<file path="src/rtl/cpu_run_controller_if.sv">
// Host/core-side bundle for cpu_run_controller.
//
// Groups the command port, the load-byte stream, the program-memory write port,
// the core control/observation lines and the status outputs. clk/rst are not
// part of the bundle.
//
// Modports:
//   slave  - the run controller itself (consumes commands, drives status/core).
//   master - the environment (host + CPU core) that drives commands/bytes/PC.
interface cpu_run_controller_if #(
  parameter int unsigned ADDR_W = 8,
  parameter int unsigned DATA_W = 8,
  parameter int unsigned CYC_W  = 16
) ();

  // Command port
  logic              i_CMD_VALID;
  logic [2:0]        i_CMD;
  logic [ADDR_W-1:0] i_CMD_ARG;
  logic              o_CMD_READY;

  // Load-byte stream
  logic              i_LD_VALID;
  logic [DATA_W-1:0] i_LD_DATA;
  logic              i_LD_LAST;
  logic              o_LD_READY;

  // Program memory write port
  logic              o_MEM_WE;
  logic [ADDR_W-1:0] o_MEM_ADDR;
  logic [DATA_W-1:0] o_MEM_WDATA;

  // CPU core control / observation
  logic [ADDR_W-1:0] i_PC;
  logic              o_CPU_EN;
  logic              o_CPU_RST;

  // Status
  logic [2:0]        o_STATE;
  logic              o_HALTED;
  logic              o_BP_HIT;
  logic [CYC_W-1:0]  o_CYCLES;

  modport slave (
    input  i_CMD_VALID, i_CMD, i_CMD_ARG,
    output o_CMD_READY,
    input  i_LD_VALID, i_LD_DATA, i_LD_LAST,
    output o_LD_READY,
    output o_MEM_WE, o_MEM_ADDR, o_MEM_WDATA,
    input  i_PC,
    output o_CPU_EN, o_CPU_RST,
    output o_STATE, o_HALTED, o_BP_HIT, o_CYCLES
  );

  modport master (
    output i_CMD_VALID, i_CMD, i_CMD_ARG,
    input  o_CMD_READY,
    output i_LD_VALID, i_LD_DATA, i_LD_LAST,
    input  o_LD_READY,
    input  o_MEM_WE, o_MEM_ADDR, o_MEM_WDATA,
    output i_PC,
    input  o_CPU_EN, o_CPU_RST,
    input  o_STATE, o_HALTED, o_BP_HIT, o_CYCLES
  );

endinterface

</file>
<file path="src/rtl/cpu_run_controller.sv">
// Debug/run sequencer for the 8-bit 4-register tiny CPU core.
//
// Owns the core clock-enable and PC/register reset, streams program bytes into
// the program memory write port, and provides run, N-instruction step, halt, a
// single PC breakpoint and a saturating executed-cycle counter.
//
// Ports:
//   i_CLK  - clock
//   i_RST  - synchronous active-high reset
//   bus    - cpu_run_controller_if.slave:
//            command port   i_CMD_VALID/i_CMD/i_CMD_ARG/o_CMD_READY
//            load stream    i_LD_VALID/i_LD_DATA/i_LD_LAST/o_LD_READY
//            memory write   o_MEM_WE/o_MEM_ADDR/o_MEM_WDATA (registered)
//            core control   i_PC in, o_CPU_EN/o_CPU_RST out
//            status         o_STATE/o_HALTED/o_BP_HIT/o_CYCLES
//
// Commands: 0 NOP, 1 LOAD, 2 RUN, 3 STEP, 4 HALT, 5 SET_BP, 6 CLR_BP, 7 RESET_CPU.
// In RUN/STEP only HALT acts; other accepted commands are consumed and dropped.
module cpu_run_controller #(
  parameter int unsigned ADDR_W = 8,
  parameter int unsigned DATA_W = 8,
  parameter int unsigned CYC_W  = 16
) (
  input logic                i_CLK,
  input logic                i_RST,
  cpu_run_controller_if.slave bus
);

  typedef enum logic [2:0] {
    StIdle   = 3'd0,
    StLoad   = 3'd1,
    StRun    = 3'd2,
    StStep   = 3'd3,
    StCpuRst = 3'd4
  } state_e;

  localparam logic [2:0] CmdNop    = 3'd0;
  localparam logic [2:0] CmdLoad   = 3'd1;
  localparam logic [2:0] CmdRun    = 3'd2;
  localparam logic [2:0] CmdStep   = 3'd3;
  localparam logic [2:0] CmdHalt   = 3'd4;
  localparam logic [2:0] CmdSetBp  = 3'd5;
  localparam logic [2:0] CmdClrBp  = 3'd6;
  localparam logic [2:0] CmdRstCpu = 3'd7;

  state_e            state_q, state_d;
  logic [ADDR_W-1:0] ld_addr_q, ld_addr_d;
  logic              mem_we_q, mem_we_d;
  logic [ADDR_W-1:0] mem_addr_q, mem_addr_d;
  logic [DATA_W-1:0] mem_wdata_q, mem_wdata_d;
  logic [ADDR_W-1:0] bp_addr_q, bp_addr_d;
  logic              bp_valid_q, bp_valid_d;
  logic [ADDR_W-1:0] step_cnt_q, step_cnt_d;
  // Set on entry to RUN/STEP; masks the breakpoint for the first enabled cycle
  // so execution can resume from a PC sitting on the breakpoint.
  logic              first_q, first_d;
  logic              bp_hit_q, bp_hit_d;
  logic              rst_cnt_q, rst_cnt_d;
  logic [CYC_W-1:0]  cycles_q, cycles_d;

  logic cmd_ready;
  logic cmd_fire;
  logic halt_fire;
  logic ld_ready;
  logic ld_fire;
  logic bp_match;
  logic cpu_en;
  logic cpu_rst;
  logic clr_cycles;

  assign cmd_ready = (state_q == StIdle) || (state_q == StRun) || (state_q == StStep);
  assign cmd_fire  = bus.i_CMD_VALID && cmd_ready;
  assign halt_fire = cmd_fire && (bus.i_CMD == CmdHalt);
  assign ld_ready  = (state_q == StLoad);
  assign ld_fire   = bus.i_LD_VALID && ld_ready;
  // Combinational on i_PC so the enable drops in the very cycle the PC matches.
  assign bp_match  = bp_valid_q && (bus.i_PC == bp_addr_q) && !first_q;

  always_comb begin
    state_d     = state_q;
    ld_addr_d   = ld_addr_q;
    mem_we_d    = 1'b0;
    mem_addr_d  = mem_addr_q;
    mem_wdata_d = mem_wdata_q;
    bp_addr_d   = bp_addr_q;
    bp_valid_d  = bp_valid_q;
    step_cnt_d  = step_cnt_q;
    first_d     = first_q;
    bp_hit_d    = 1'b0;
    rst_cnt_d   = rst_cnt_q;
    cpu_en      = 1'b0;
    cpu_rst     = 1'b0;
    clr_cycles  = 1'b0;

    case (state_q)
      StIdle: begin
        if (cmd_fire) begin
          case (bus.i_CMD)
            CmdLoad: begin
              state_d   = StLoad;
              ld_addr_d = bus.i_CMD_ARG;
            end
            CmdRun: begin
              state_d = StRun;
              first_d = 1'b1;
            end
            CmdStep: begin
              state_d    = StStep;
              first_d    = 1'b1;
              step_cnt_d = (bus.i_CMD_ARG == '0) ? ADDR_W'(1) : bus.i_CMD_ARG;
            end
            CmdSetBp: begin
              bp_addr_d  = bus.i_CMD_ARG;
              bp_valid_d = 1'b1;
            end
            CmdClrBp: bp_valid_d = 1'b0;
            CmdRstCpu: begin
              state_d   = StCpuRst;
              rst_cnt_d = 1'b0;
            end
            CmdNop, CmdHalt: ;
            default: ;
          endcase
        end
      end

      StLoad: begin
        if (ld_fire) begin
          mem_we_d    = 1'b1;
          mem_addr_d  = ld_addr_q;
          mem_wdata_d = bus.i_LD_DATA;
          ld_addr_d   = ld_addr_q + 1'b1;  // wraps at the top of memory
          if (bus.i_LD_LAST) begin
            state_d = StIdle;
          end
        end
      end

      StRun: begin
        first_d = 1'b0;
        cpu_en  = !bp_match;
        // A breakpoint stop wins over a simultaneous HALT so the hit is reported.
        if (bp_match) begin
          state_d  = StIdle;
          bp_hit_d = 1'b1;
        end else if (halt_fire) begin
          state_d = StIdle;
        end
      end

      StStep: begin
        first_d = 1'b0;
        cpu_en  = !bp_match;
        if (bp_match) begin
          state_d  = StIdle;
          bp_hit_d = 1'b1;
        end else begin
          step_cnt_d = step_cnt_q - 1'b1;
          if (step_cnt_q == ADDR_W'(1) || halt_fire) begin
            state_d = StIdle;
          end
        end
      end

      StCpuRst: begin
        cpu_rst    = 1'b1;
        clr_cycles = 1'b1;
        rst_cnt_d  = 1'b1;
        if (rst_cnt_q) begin
          state_d = StIdle;
        end
      end

      default: state_d = StIdle;
    endcase
  end

  always_comb begin
    cycles_d = cycles_q;
    if (clr_cycles) begin
      cycles_d = '0;
    end else if (cpu_en && (cycles_q != {CYC_W{1'b1}})) begin
      cycles_d = cycles_q + 1'b1;
    end
  end

  always_ff @(posedge i_CLK) begin
    if (i_RST) begin
      state_q     <= StIdle;
      ld_addr_q   <= '0;
      mem_we_q    <= 1'b0;
      mem_addr_q  <= '0;
      mem_wdata_q <= '0;
      bp_addr_q   <= '0;
      bp_valid_q  <= 1'b0;
      step_cnt_q  <= '0;
      first_q     <= 1'b0;
      bp_hit_q    <= 1'b0;
      rst_cnt_q   <= 1'b0;
      cycles_q    <= '0;
    end else begin
      state_q     <= state_d;
      ld_addr_q   <= ld_addr_d;
      mem_we_q    <= mem_we_d;
      mem_addr_q  <= mem_addr_d;
      mem_wdata_q <= mem_wdata_d;
      bp_addr_q   <= bp_addr_d;
      bp_valid_q  <= bp_valid_d;
      step_cnt_q  <= step_cnt_d;
      first_q     <= first_d;
      bp_hit_q    <= bp_hit_d;
      rst_cnt_q   <= rst_cnt_d;
      cycles_q    <= cycles_d;
    end
  end

  assign bus.o_CMD_READY = cmd_ready;
  assign bus.o_LD_READY  = ld_ready;
  assign bus.o_MEM_WE    = mem_we_q;
  assign bus.o_MEM_ADDR  = mem_addr_q;
  assign bus.o_MEM_WDATA = mem_wdata_q;
  assign bus.o_CPU_EN    = cpu_en;
  assign bus.o_CPU_RST   = cpu_rst;
  assign bus.o_STATE     = state_q;
  assign bus.o_HALTED    = (state_q == StIdle);
  assign bus.o_BP_HIT    = bp_hit_q;
  assign bus.o_CYCLES    = cycles_q;

endmodule

</file>
<file path="src/flat_wrapper.sv">
// flat-port wrapper written by rule: the top's interface ports become plain ports
module cpu_run_controller_flat 
#(
  parameter int unsigned ADDR_W = 8,
  parameter int unsigned DATA_W = 8,
  parameter int unsigned CYC_W  = 16
)
  (i_CLK, i_RST, bus_i_CMD_VALID, bus_i_CMD, bus_i_CMD_ARG, bus_o_CMD_READY, bus_i_LD_VALID, bus_i_LD_DATA, bus_i_LD_LAST, bus_o_LD_READY, bus_o_MEM_WE, bus_o_MEM_ADDR, bus_o_MEM_WDATA, bus_i_PC, bus_o_CPU_EN, bus_o_CPU_RST, bus_o_STATE, bus_o_HALTED, bus_o_BP_HIT, bus_o_CYCLES);
  cpu_run_controller_if #(.ADDR_W(ADDR_W), .DATA_W(DATA_W), .CYC_W(CYC_W)) bus_i ();
  input logic i_CLK;
  input logic i_RST;
  input wire logic [$bits(bus_i.i_CMD_VALID)-1:0] bus_i_CMD_VALID;
  input wire logic [$bits(bus_i.i_CMD)-1:0] bus_i_CMD;
  input wire logic [$bits(bus_i.i_CMD_ARG)-1:0] bus_i_CMD_ARG;
  output wire logic [$bits(bus_i.o_CMD_READY)-1:0] bus_o_CMD_READY;
  input wire logic [$bits(bus_i.i_LD_VALID)-1:0] bus_i_LD_VALID;
  input wire logic [$bits(bus_i.i_LD_DATA)-1:0] bus_i_LD_DATA;
  input wire logic [$bits(bus_i.i_LD_LAST)-1:0] bus_i_LD_LAST;
  output wire logic [$bits(bus_i.o_LD_READY)-1:0] bus_o_LD_READY;
  output wire logic [$bits(bus_i.o_MEM_WE)-1:0] bus_o_MEM_WE;
  output wire logic [$bits(bus_i.o_MEM_ADDR)-1:0] bus_o_MEM_ADDR;
  output wire logic [$bits(bus_i.o_MEM_WDATA)-1:0] bus_o_MEM_WDATA;
  input wire logic [$bits(bus_i.i_PC)-1:0] bus_i_PC;
  output wire logic [$bits(bus_i.o_CPU_EN)-1:0] bus_o_CPU_EN;
  output wire logic [$bits(bus_i.o_CPU_RST)-1:0] bus_o_CPU_RST;
  output wire logic [$bits(bus_i.o_STATE)-1:0] bus_o_STATE;
  output wire logic [$bits(bus_i.o_HALTED)-1:0] bus_o_HALTED;
  output wire logic [$bits(bus_i.o_BP_HIT)-1:0] bus_o_BP_HIT;
  output wire logic [$bits(bus_i.o_CYCLES)-1:0] bus_o_CYCLES;
  assign bus_i.i_CMD_VALID = bus_i_CMD_VALID;
  assign bus_i.i_CMD = bus_i_CMD;
  assign bus_i.i_CMD_ARG = bus_i_CMD_ARG;
  assign bus_o_CMD_READY = bus_i.o_CMD_READY;
  assign bus_i.i_LD_VALID = bus_i_LD_VALID;
  assign bus_i.i_LD_DATA = bus_i_LD_DATA;
  assign bus_i.i_LD_LAST = bus_i_LD_LAST;
  assign bus_o_LD_READY = bus_i.o_LD_READY;
  assign bus_o_MEM_WE = bus_i.o_MEM_WE;
  assign bus_o_MEM_ADDR = bus_i.o_MEM_ADDR;
  assign bus_o_MEM_WDATA = bus_i.o_MEM_WDATA;
  assign bus_i.i_PC = bus_i_PC;
  assign bus_o_CPU_EN = bus_i.o_CPU_EN;
  assign bus_o_CPU_RST = bus_i.o_CPU_RST;
  assign bus_o_STATE = bus_i.o_STATE;
  assign bus_o_HALTED = bus_i.o_HALTED;
  assign bus_o_BP_HIT = bus_i.o_BP_HIT;
  assign bus_o_CYCLES = bus_i.o_CYCLES;
  cpu_run_controller #(.ADDR_W(ADDR_W), .DATA_W(DATA_W), .CYC_W(CYC_W)) u_core (.i_CLK(i_CLK), .i_RST(i_RST), .bus(bus_i));
endmodule
</file>
<file path="config.mk">
export PLATFORM = sky130hd
export DESIGN_NAME = cpu_run_controller_flat
export DESIGN_NICKNAME = d
export VERILOG_FILES = /design/src/rtl/cpu_run_controller_if.sv /design/src/rtl/cpu_run_controller.sv /design/src/flat_wrapper.sv
export SDC_FILE = /design/constraint.sdc
export NUM_CORES = 1
export LEC_CHECK = 0
export CAP_MARGIN = 20
export CORE_ASPECT_RATIO = 1.2
export CORE_UTILIZATION = 51
export DETAILED_ROUTE_END_ITERATION = 8
export PLACE_DENSITY = 0.8
export SLEW_MARGIN = 20
export SYNTH_ARGS = -nofsm -noshare
export SYNTH_HDL_FRONTEND = slang
export SYNTH_SLANG_ARGS = --single-unit
</file>
<file path="constraint.sdc">
create_clock -name i_CLK -period 1.9 [get_ports i_CLK]
set_input_delay 0.19 -clock i_CLK [delete_from_list [all_inputs] [get_ports i_CLK]]
set_output_delay 0.19 -clock i_CLK [all_outputs]
set_load 0.02 [all_outputs]
</file>
# After elaboration in Yosys (flattened, before gate mapping)
# Cells that the tools add are included.
# op_classes
n_addsub,3
n_eq_ne,26
n_mux,30
bitwise_logic,2
n_reduce_logical,31
# ops
op,n
two-way mux 8 bit,7
one-hot mux 8 bit (2 select lines),2
two-way mux 3 bit,8
adder 16 x 1 -> 16 bit (second input constant),1
!= test 16 bit (second input constant),1
== test 3 bit (second input constant),5
one-hot mux 3 bit (5 select lines),1
== test 3 x 2 -> 1 bit (second input constant),4
one-hot mux 3 bit (4 select lines),1
AND reduction 3 bit,4
!= test 2 x 1 -> 1 bit (second input constant),5
nonzero test 2 bit,5
OR reduction 2 bit,5
adder 8 x 1 -> 8 bit (second input constant),1
== test 8 x 1 -> 1 bit (second input constant),1
== test 8 bit,1
logical NOT 8 bit,1
two-way mux 1 bit,8
!= test 2 bit (second input constant),4
AND reduction 4 bit,2
subtractor 8 x 1 -> 8 bit (second input constant),1
AND reduction 7 bit,1
== test 3 x 1 -> 1 bit (second input constant),2
logical AND 1 bit,6
9 further kinds,15
# totals
regBits,64
inputBits,32
output_inout_bits,42

# Depth between registers and ports, before layout
# Gate-level depths: netlist of run 1.
# depth
ltp_word,9
mapped_depth,8
mapped_depth_nobuf,7

# Worst setup path after synthesis of run 1
# Ideal clock, no wire load.
# synth_timing
path_type,reg2reg
from,register u_core.cycles_q[0] (netlist: u_core.bus.o_CYCLES[0])
to,register u_core.cycles_q[1] (netlist: u_core.bus.o_CYCLES[1])
t_arrival_ns,1.777
slack_ns,0.056
stages_incl_launch_ff,9
cell_sequence,dfxtp_1 -> ha_1 -> nand3_2 -> nor4_4 -> and2b_1 -> buf_6 -> buf_8 -> o21ai_1 -> a21oi_2
# synth_via
elab_chain_len,2
# synth_lines
element,line,source
"start, declared",cpu_run_controller.sv:59,"logic [CYC_W-1:0] cycles_q, cycles_d;"
"start signal, assigned",cpu_run_controller.sv:213,cycles_q <= cycles_d;
branches (longest 2 deep; another with adder 16 x 1 -> 16 bit),--,
# Several ways; the timed one is not identified.
# A chain may end at the register's enable or synchronous reset.

# Worst setup path in the final report of run 1
# layout_timing
from,register u_core.bp_addr_q[1]
to,register u_core.state_q[0] (netlist: u_core.bus.o_STATE[0])
# layout_via
elab_chain_len,5
# layout_lines
element,line,source
"start, declared",cpu_run_controller.sv:51,"logic [ADDR_W-1:0] bp_addr_q, bp_addr_d;"
"start signal, assigned",cpu_run_controller.sv:207,bp_addr_q <= bp_addr_d;
== test 8 bit *,cpu_run_controller.sv:77,assign bp_match = bp_valid_q && (bus.i_PC == bp_addr_q) && !first_q;
logical AND 1 bit * (2 in series),cpu_run_controller.sv:77,
!= test 3 x 1 -> 1 bit (no line) (tied with other cells),--,
AND reduction 7 bit (no line) or one-hot mux 3 bit (5 select lines) (tied branches),--,
"end signal, assigned",cpu_run_controller.sv:189,state_q <= StIdle;
"end signal, assigned",cpu_run_controller.sv:202,state_q <= state_d;
"end, declared",cpu_run_controller.sv:46,"state_e state_q, state_d;"
# Every way passes the cells marked *; elsewhere a longest branch is shown, timed or not.

==> results.md, run 1 <==
- Hold endpoint: u_core.bp_addr_q[1]$_SDFFE_PP0P_
- Initial antenna violation count: 0
- CP Class: register to register
- Min-Delay Startpoint: i_RST
- ANT cells: 0
- Top-area cell type share of the netlist area: 0.378
- Worst Path Required: 2.11 ns
- Power per cell area: 910 nW/um^2
- Dominant cells by area after synthesis: dfxtp_1 (38%), nand2_1 (6.9%), a21oi_1 (5.9%)
- Root buf cell: clkbuf_8
- Count of buffers from port buffering: 73
- Count leader, synth: dfxtp_1
- Pleak: 1.70 nW
- Final Instance Count excl. Fillers: 595
- Area grow syn2layout: 35.8%
- Area leader, netlist: dfxtp_1
- Synth Warn #: 0
- Mapped cell area: 3390 sq um
- Largest net degree at the start of global routing: 30
- Worst Skew: 0.00974 ns
- Period minus WS final: 1.86 ns
- Final worst path period share: 0.978
- Top cells by count, synth: dfxtp_1 (64), nand2_1 (62), a21oi_1 (40), nor2_1 (24), o31ai_1 (16)
- Count of hold-fix buffers inserted at cts: 0
- Fin worst setup slack: 0.0414 ns
- Placed Cells incl. Taps: 577
- Main synth FF type: dfxtp_1
- CTS Sinks: 64
- Syn nets: 442
- Reg2Reg Setup Slack: 0.04 ns
- Worst hold path type: input port to register
- Final Max Slew Viols: 0
- Register area share after synthesis: 0.378
- Final WL: 8940 microns
- Worst R2R Start: u_core.bp_addr_q[1]$_SDFFE_PP0P_
- Die Width: 76.4 microns
- Worst hold path depth: 2
- Vias: 3419
- Clk buf depth: 2
- Die Ht: 91.3 microns
- Vias in the first global route: 3224
- Post-Synthesis Cells: 406
- F_max: 0.538 GHz
- Worst slew pin tran: 0.377 ns
- Layout cells sized above 1: 0.176
- Num CTS Buffers: 9
- Total I/O pin count: 74
- Place WS: -0.217 ns
- DP Wirelength: 6560 microns
- Synth unique cells: 64
- Clock latency on the worst-skew pair: 0.34 ns
- DR WL/cell: 15.0 microns
- FF+latch count, synth: 64
- Initial DRC count: 131
- Total track usage: 0.265
- Final count of negative-setup-slack endpoints: 0
- Number of synthesized flops with an enable pin: 0
- Global-route wire length before repair: 14900 microns
- Total of max-cap violations: 0
- DRC: 0
- Final hold viol count: 0
- Slew HR: 0.746
- Crit start category: register
- GRT Residual Overflow: 0
- Critical Path AT: 2.06 ns
- Layout fillers: 544
- Die ar.: 6970 sq um
- Post-route ant nets: 0
- Final hold slack: 0.228 ns
- Tot Pwr: 4.19 mW
- Post-synth ARST share: 0
- First-pass iteration count of the detailed router: 4
- CTS tree: yes
- Avg Vias per Cell: 5.75
- Core Footprint: 6410 sq um
- Initial core utilization: 0.529
- Critical R2R Capture: u_core.bus.o_STATE[0]$_SDFFE_PP0P_
- Post-synthesis average cell area: 8.34 sq um
- Final net count: 541
- Crit path max fanout: 5
- Outcome: completed
- Peak supply drop: 0.000804 V
- Reg2Reg Depth: 6
- Htree depth: 3
- RePlAce Congestion: 0.893
- Clk pin slew, worst setup/hold paths: 0.08 ns
- Cell Rows: 32
- CP Capture Type: register
-- registers in the layout, summed over array words and instances, names as in the netlist, 3 cells and up --
signal,cells
u_core.bus.o_CYCLES,16
u_core.bus.o_STATE,3
u_core.bp_addr_q,8
u_core.ld_addr_q,8
u_core.step_cnt_q,8
u_core.bus.o_MEM_ADDR,8
u_core.bus.o_MEM_WDATA,8
-- per-stage QoR --
stage / area (sq um) / util / TNS (ns)
after global placement: 4370 / 0.682 / -1.18
after detailed placement: 4370 / 0.682 / -2.27
after floorplan: 3390 / - / 0
after CTS: 4560 / 0.712 / 0
after global routing: 4600 / 0.718 / -0.0589
final: 4600 / 0.718 / 0
-- cell families after synthesis --
family                     synth area share
xor gates and xnor gates             0.0259
and+or+nand+nor                       0.272
adders and majority gates            0.0148
AOI/OAI and AO/OA                     0.223
DFF                                   0.378
buffers and inverters                0.0573
muxes                                0.0296
-- power breakdown --
group | internal, mW | leakage (nW) | total [mW] | switching [mW]
logic | 0.627 | 1.09 | 1.44 | 0.812
registers | 1.46 | 0.520 | 1.59 | 0.126
clock network | 0.605 | 0.0952 | 1.16 | 0.555
total | 2.69 | 1.70 | 4.19 | 1.49
-- placed cells by master (no fill, tap or decap), types with 9 or more instances in the layout --
| master | synthesis | layout |
|---|---|---|
| nor3_1 | 10 | 10 |
| nor2_1 | 24 | 24 |
| clkbuf_8 | 0 | 9 |
| o21ai_1 | 11 | 11 |
| clkdlybuf4s50_1 | 0 | 67 |
| xnor2_1 | 10 | 9 |
| mux2i_1 | 10 | 10 |
| nand2_1 | 62 | 62 |
| a21oi_1 | 40 | 40 |
| or4_1 | 10 | 10 |
| buf_4 | 5 | 38 |
| nand3_1 | 11 | 11 |
| o31ai_1 | 16 | 16 |
| dfxtp_1 | 64 | 59 |
| inv_1 | 9 | 9 |
-- layer usage --
metal | part of all wire | wire length (microns) | GRT usage | up-vias
li1 | - | - | - | 1694
met1 | 0.44 | 3900 | 0.309 | 1617
met2 | 0.51 | 4550 | 0.480 | 95
met3 | 0.041 | 365 | 0.0573 | 13
met4 | 0.014 | 123 | 0.0785 | 0
met5 | 0 | 0 | 0 | -
-- worst max-delay path, cell delays in order (launching register included) --
cell and delay (ns):
dfxtp_1 0.32, xnor2_1 0.23, nand3_2 0.14, buf_4 0.16, or3_4 0.42, a221oi_1 0.36, a2111oi_2 0.09
-- how the worst max path moves through the flow --
stage,end,cells past startpoint,startpoint
after floorplan,u_core.bus.o_CYCLES[1]$_SDFFE_PP0P_,8,u_core.bus.o_CYCLES[0]$_SDFFE_PP0P_
after global placement,bus_o_CPU_EN,6,bus_i_PC[7]
after detailed placement,u_core.bus.o_STATE[0]$_SDFFE_PP0P_,7,bus_i_PC[5]
after CTS,bus_o_HALTED,5,u_core.bus.o_STATE[1]$_SDFFE_PP0P_
after global routing,u_core.step_cnt_q[1]$_SDFFE_PP0P_,6,u_core.bp_addr_q[1]$_SDFFE_PP0P_
final,u_core.bus.o_STATE[0]$_SDFFE_PP0P_,6,u_core.bp_addr_q[1]$_SDFFE_PP0P_
-- area by class of cell --
cell class	count	area, sq um	share of cell area
multi-input cells	306	1940	0.423
flip-flops and latches	64	1290	0.280
inverters	12	45.0	0.00979
clock buffers	9	124	0.0269
clock inverters	7	72.6	0.0158
well taps	85	106	0.0231
repair buffers	112	1020	0.222
-- timing repair --
item | 4_1_cts | 5_1_grt
setup buffers | 0 | 2
pin swaps | 1 | 6
gates resized for setup | 9 | 10
endpoints found under the setup margin | 5 | 16
Power figures use the tool's default switching activity.
==> run 2: changes to the inputs <==
--- a/config.mk
+++ b/config.mk
@@ -5,11 +5,12 @@
 export SDC_FILE = /design/constraint.sdc
 export NUM_CORES = 1
 export LEC_CHECK = 0
+export ABC_AREA = 1
 export CAP_MARGIN = 20
 export CORE_ASPECT_RATIO = 1.2
-export CORE_UTILIZATION = 51
+export CORE_UTILIZATION = 52
 export DETAILED_ROUTE_END_ITERATION = 8
-export PLACE_DENSITY = 0.8
+export PLACE_DENSITY_LB_ADDON = 0.1
 export SLEW_MARGIN = 20
 export SYNTH_ARGS = -nofsm -noshare
 export SYNTH_HDL_FRONTEND = slang
==> run 2 against run 1 <==
Net effect:
- via count is 8.9% higher
- highest routed layer unchanged
- critical endpoint is now bus_o_CPU_EN
- largest cell class unchanged
- first-iteration DRC count is 110% higher
- largest power group is now combinational cells
- sequential share of layout area is 0.77 points lower
- utilization is 0.40 points higher
- routed wire length is 1.9% higher
- maximum frequency is 3.6% higher
- total power is 15% higher
- combinational power is 24% higher
- worst setup slack better by 0.064 ns
- clock skew is 0.00078 ns higher
- flip-flop and latch count stayed put
- synthesized area is 5.5% higher
==> results.md, run 2 <==
- Outcome: completed
- Avg Vias per Cell: 5.28
- Clock latency on the worst-skew pair: 0.35 ns
- Register area share after synthesis: 0.359
- Final worst path period share: 0.944
- CP Class: register to output port
- Post-Synthesis Cells: 525
- Area grow syn2layout: 31.9%
- First-pass iteration count of the detailed router: 5
- Area taken by multi-input logic gates: 1930 sq um
- CP top delay family: buffers and inverters
- Syn nets: 561
- Mapped cell area: 3570 sq um
- Area leader, netlist: dfxtp_1
- DRC: 0
- Root buf cell: clkbuf_8
- Worst Path Required: 1.71 ns
- Count of buffer and inverter cells on the critical path: 3
- Crit path max fanout: 3
- Final hold slack: 0.472 ns
- Vias: 3725
- RePlAce Congestion: 0.918
- Main synth FF type: dfxtp_1
- Clk buf depth: 2
- Setup_tns: 0 ns
- FF+latch count, synth: 64
- Initial DRC count: 269
- Worst slew pin tran: 0.635 ns
- Most used cell, CP: inv_1
- Final count of negative-setup-slack endpoints: 0
- Final hold viol count: 0
- Worst R2R Start: u_core.bp_addr_q[1]$_SDFFE_PP0P_
- DP Wirelength: 6680 microns
- Worst hold path type: input port to register
- Num CTS Buffers: 9
- Vias in the first global route: 3494
- Clk pin slew, worst setup/hold paths: 0.07 ns
- Count of buffers from port buffering: 73
- Global-route wire length before repair: 15400 microns
- Synth Warn #: 0
- CTS Sinks: 64
- Crit start category: register
- RSZ-0062 raised after global routing: no
- Worst-path cell chain: inv_1 > o21ai_0 > inv_1 > nand2_1 > nor2_2 > a21oi_2 > clkdlybuf4s15_1
- Die Width: 77.7 microns
- Die ar.: 7210 sq um
- Top Metal Used: met4
- Count leader, synth: nand2_1
- Seq. cell area: 1280 sq um
- Peak supply drop: 0.000827 V
- Pleak: 1.93 nW
- Most frequent cells in the layout: nand2_1 (97), clkdlybuf4s50_1 (68), inv_1 (66)
- Slew HR: 0.576
- Layout cells sized above 1: 0.126
- Critical Path AT: 1.60 ns
- Power per cell area: 1020 nW/um^2
- Total track usage: 0.269
- Top cells by count, synth: nand2_1 (97), inv_1 (66), dfxtp_1 (64), nor2_1 (60)
- Worst Skew: 0.0105 ns
- Total of max-cap violations: 0
- Largest net degree at the start of global routing: 20
- Largest stage delay on the critical path: 0.34 ns
- Initial antenna violation count: 0
- F_max: 0.557 GHz
- Htree depth: 3
- Final net count: 651
- Setup crit start: u_core.bp_addr_q[1]$_SDFFE_PP0P_
- Met2 wire len: 4490 microns
- Die Ht: 92.8 microns
- Layout fillers: 530
- Period minus WS final: 1.79 ns
- Synth unique cells: 36
- Count of hold-fix buffers inserted at cts: 0
- Core Footprint: 6530 sq um
- Tot Pwr: 4.80 mW
- ANT cells: 0
- Min-Delay Startpoint: bus_i_LD_DATA[4]
- Final Max Slew Viols: 0
- Dominant cells by area after synthesis: dfxtp_1 (36%), nand2_1 (10%), inv_1 (6.9%)
- CTS tree: yes
- CP Capture Type: output port
- Place WS: -0.139 ns
- Number of synthesized flops with an enable pin: 0
- Commonest non-fill, non-tap cell in the layout: nand2_1
- Cell Rows: 32
- Final WL: 9110 microns
- Post-route ant nets: 0
- CP max stage cell: clkdlybuf4s15_1
- Met1 WL: 4030 microns
- Post-synthesis average cell area: 6.80 sq um
- GRT Residual Overflow: 0
- Top-area cell type share of the netlist area: 0.359
- Largest register FFs: 16
- Total I/O pin count: 74
- Initial core utilization: 0.547
- Met3 wire length: 325 microns
- DR WL/cell: 12.9 microns
- Fin worst setup slack: 0.106 ns
- Post-synth ARST share: 0
## run 2: area by class of cell
class	count	share of cell area
timing repair buffer	96	0.191
clock buffer	11	0.0321
multi-input combinational	374	0.410
tap	85	0.0226
inverter	70	0.0557
sequential	64	0.272
clock inverter	5	0.0167
## run 2: report_power, final
part | total [mW] | switching [mW] | internal (mW)
clock network | 1.34 | 0.537 | 0.808
registers | 1.67 | 0.136 | 1.53
logic | 1.79 | 1.10 | 0.690
## run 2: routing by layer
layer | track usage | vias up
met5 | 0 | -
met4 | 0.129 | 0
met3 | 0.0404 | 22
met2 | 0.468 | 91
met1 | 0.321 | 1720
li1 | - | 1892
## run 2: path summary, 6_finish.rpt
path | endpoint | slack, ns | depth (start not counted)
worst min register to register | u_core.bp_addr_q[0]$_SDFFE_PP0P_ | 0.48 | 2
worst max register to register | u_core.bus.o_CYCLES[11]$_SDFFE_PP0P_ | 0.18 | 10
worst max-delay path | bus_o_CPU_EN | 0.11 | 7
worst min-delay path | u_core.bus.o_MEM_WDATA[4]$_SDFFE_PP0P_ | 0.47 | 3
## run 2: stage by stage
stage | std cells | area [sq um] | utilization
finish | 705 | 4710 | 0.722
global route | 705 | 4710 | 0.722
CTS | 705 | 4700 | 0.721
detailed placement | 689 | 4480 | 0.686
global placement | 689 | 4480 | 0.686
floorplan | 525 | 3570 | -
## run 2: cell families (layout without fill, tap and decap cells)
group,after synthesis,after routing,synth area share
fa+ha+maj,4,4,0.0140
mux,1,1,0.00280
compound gates,109,109,0.172
buf+inv,87,182,0.102
flops,64,64,0.359
xor+xnor,15,15,0.0368
simple gates,245,245,0.314
## run 2: timing repair
action                     in CTS  in global routing
setup buffers                   0                  0
setup endpoints to repair       5                  7
gates resized for setup         5                  4
## run 2: worst register-to-register path, stage by stage, from the launching register on
cell and delay (ns):
dfxtp_1 0.33, inv_1 0.07, o21ai_0 0.15, inv_1 0.06, nand2_1 0.07, nor2_2 0.05, a21oi_2 0.21, buf_4 0.29
nand2_4 0.20, nand2_1 0.10, a21oi_1 0.06
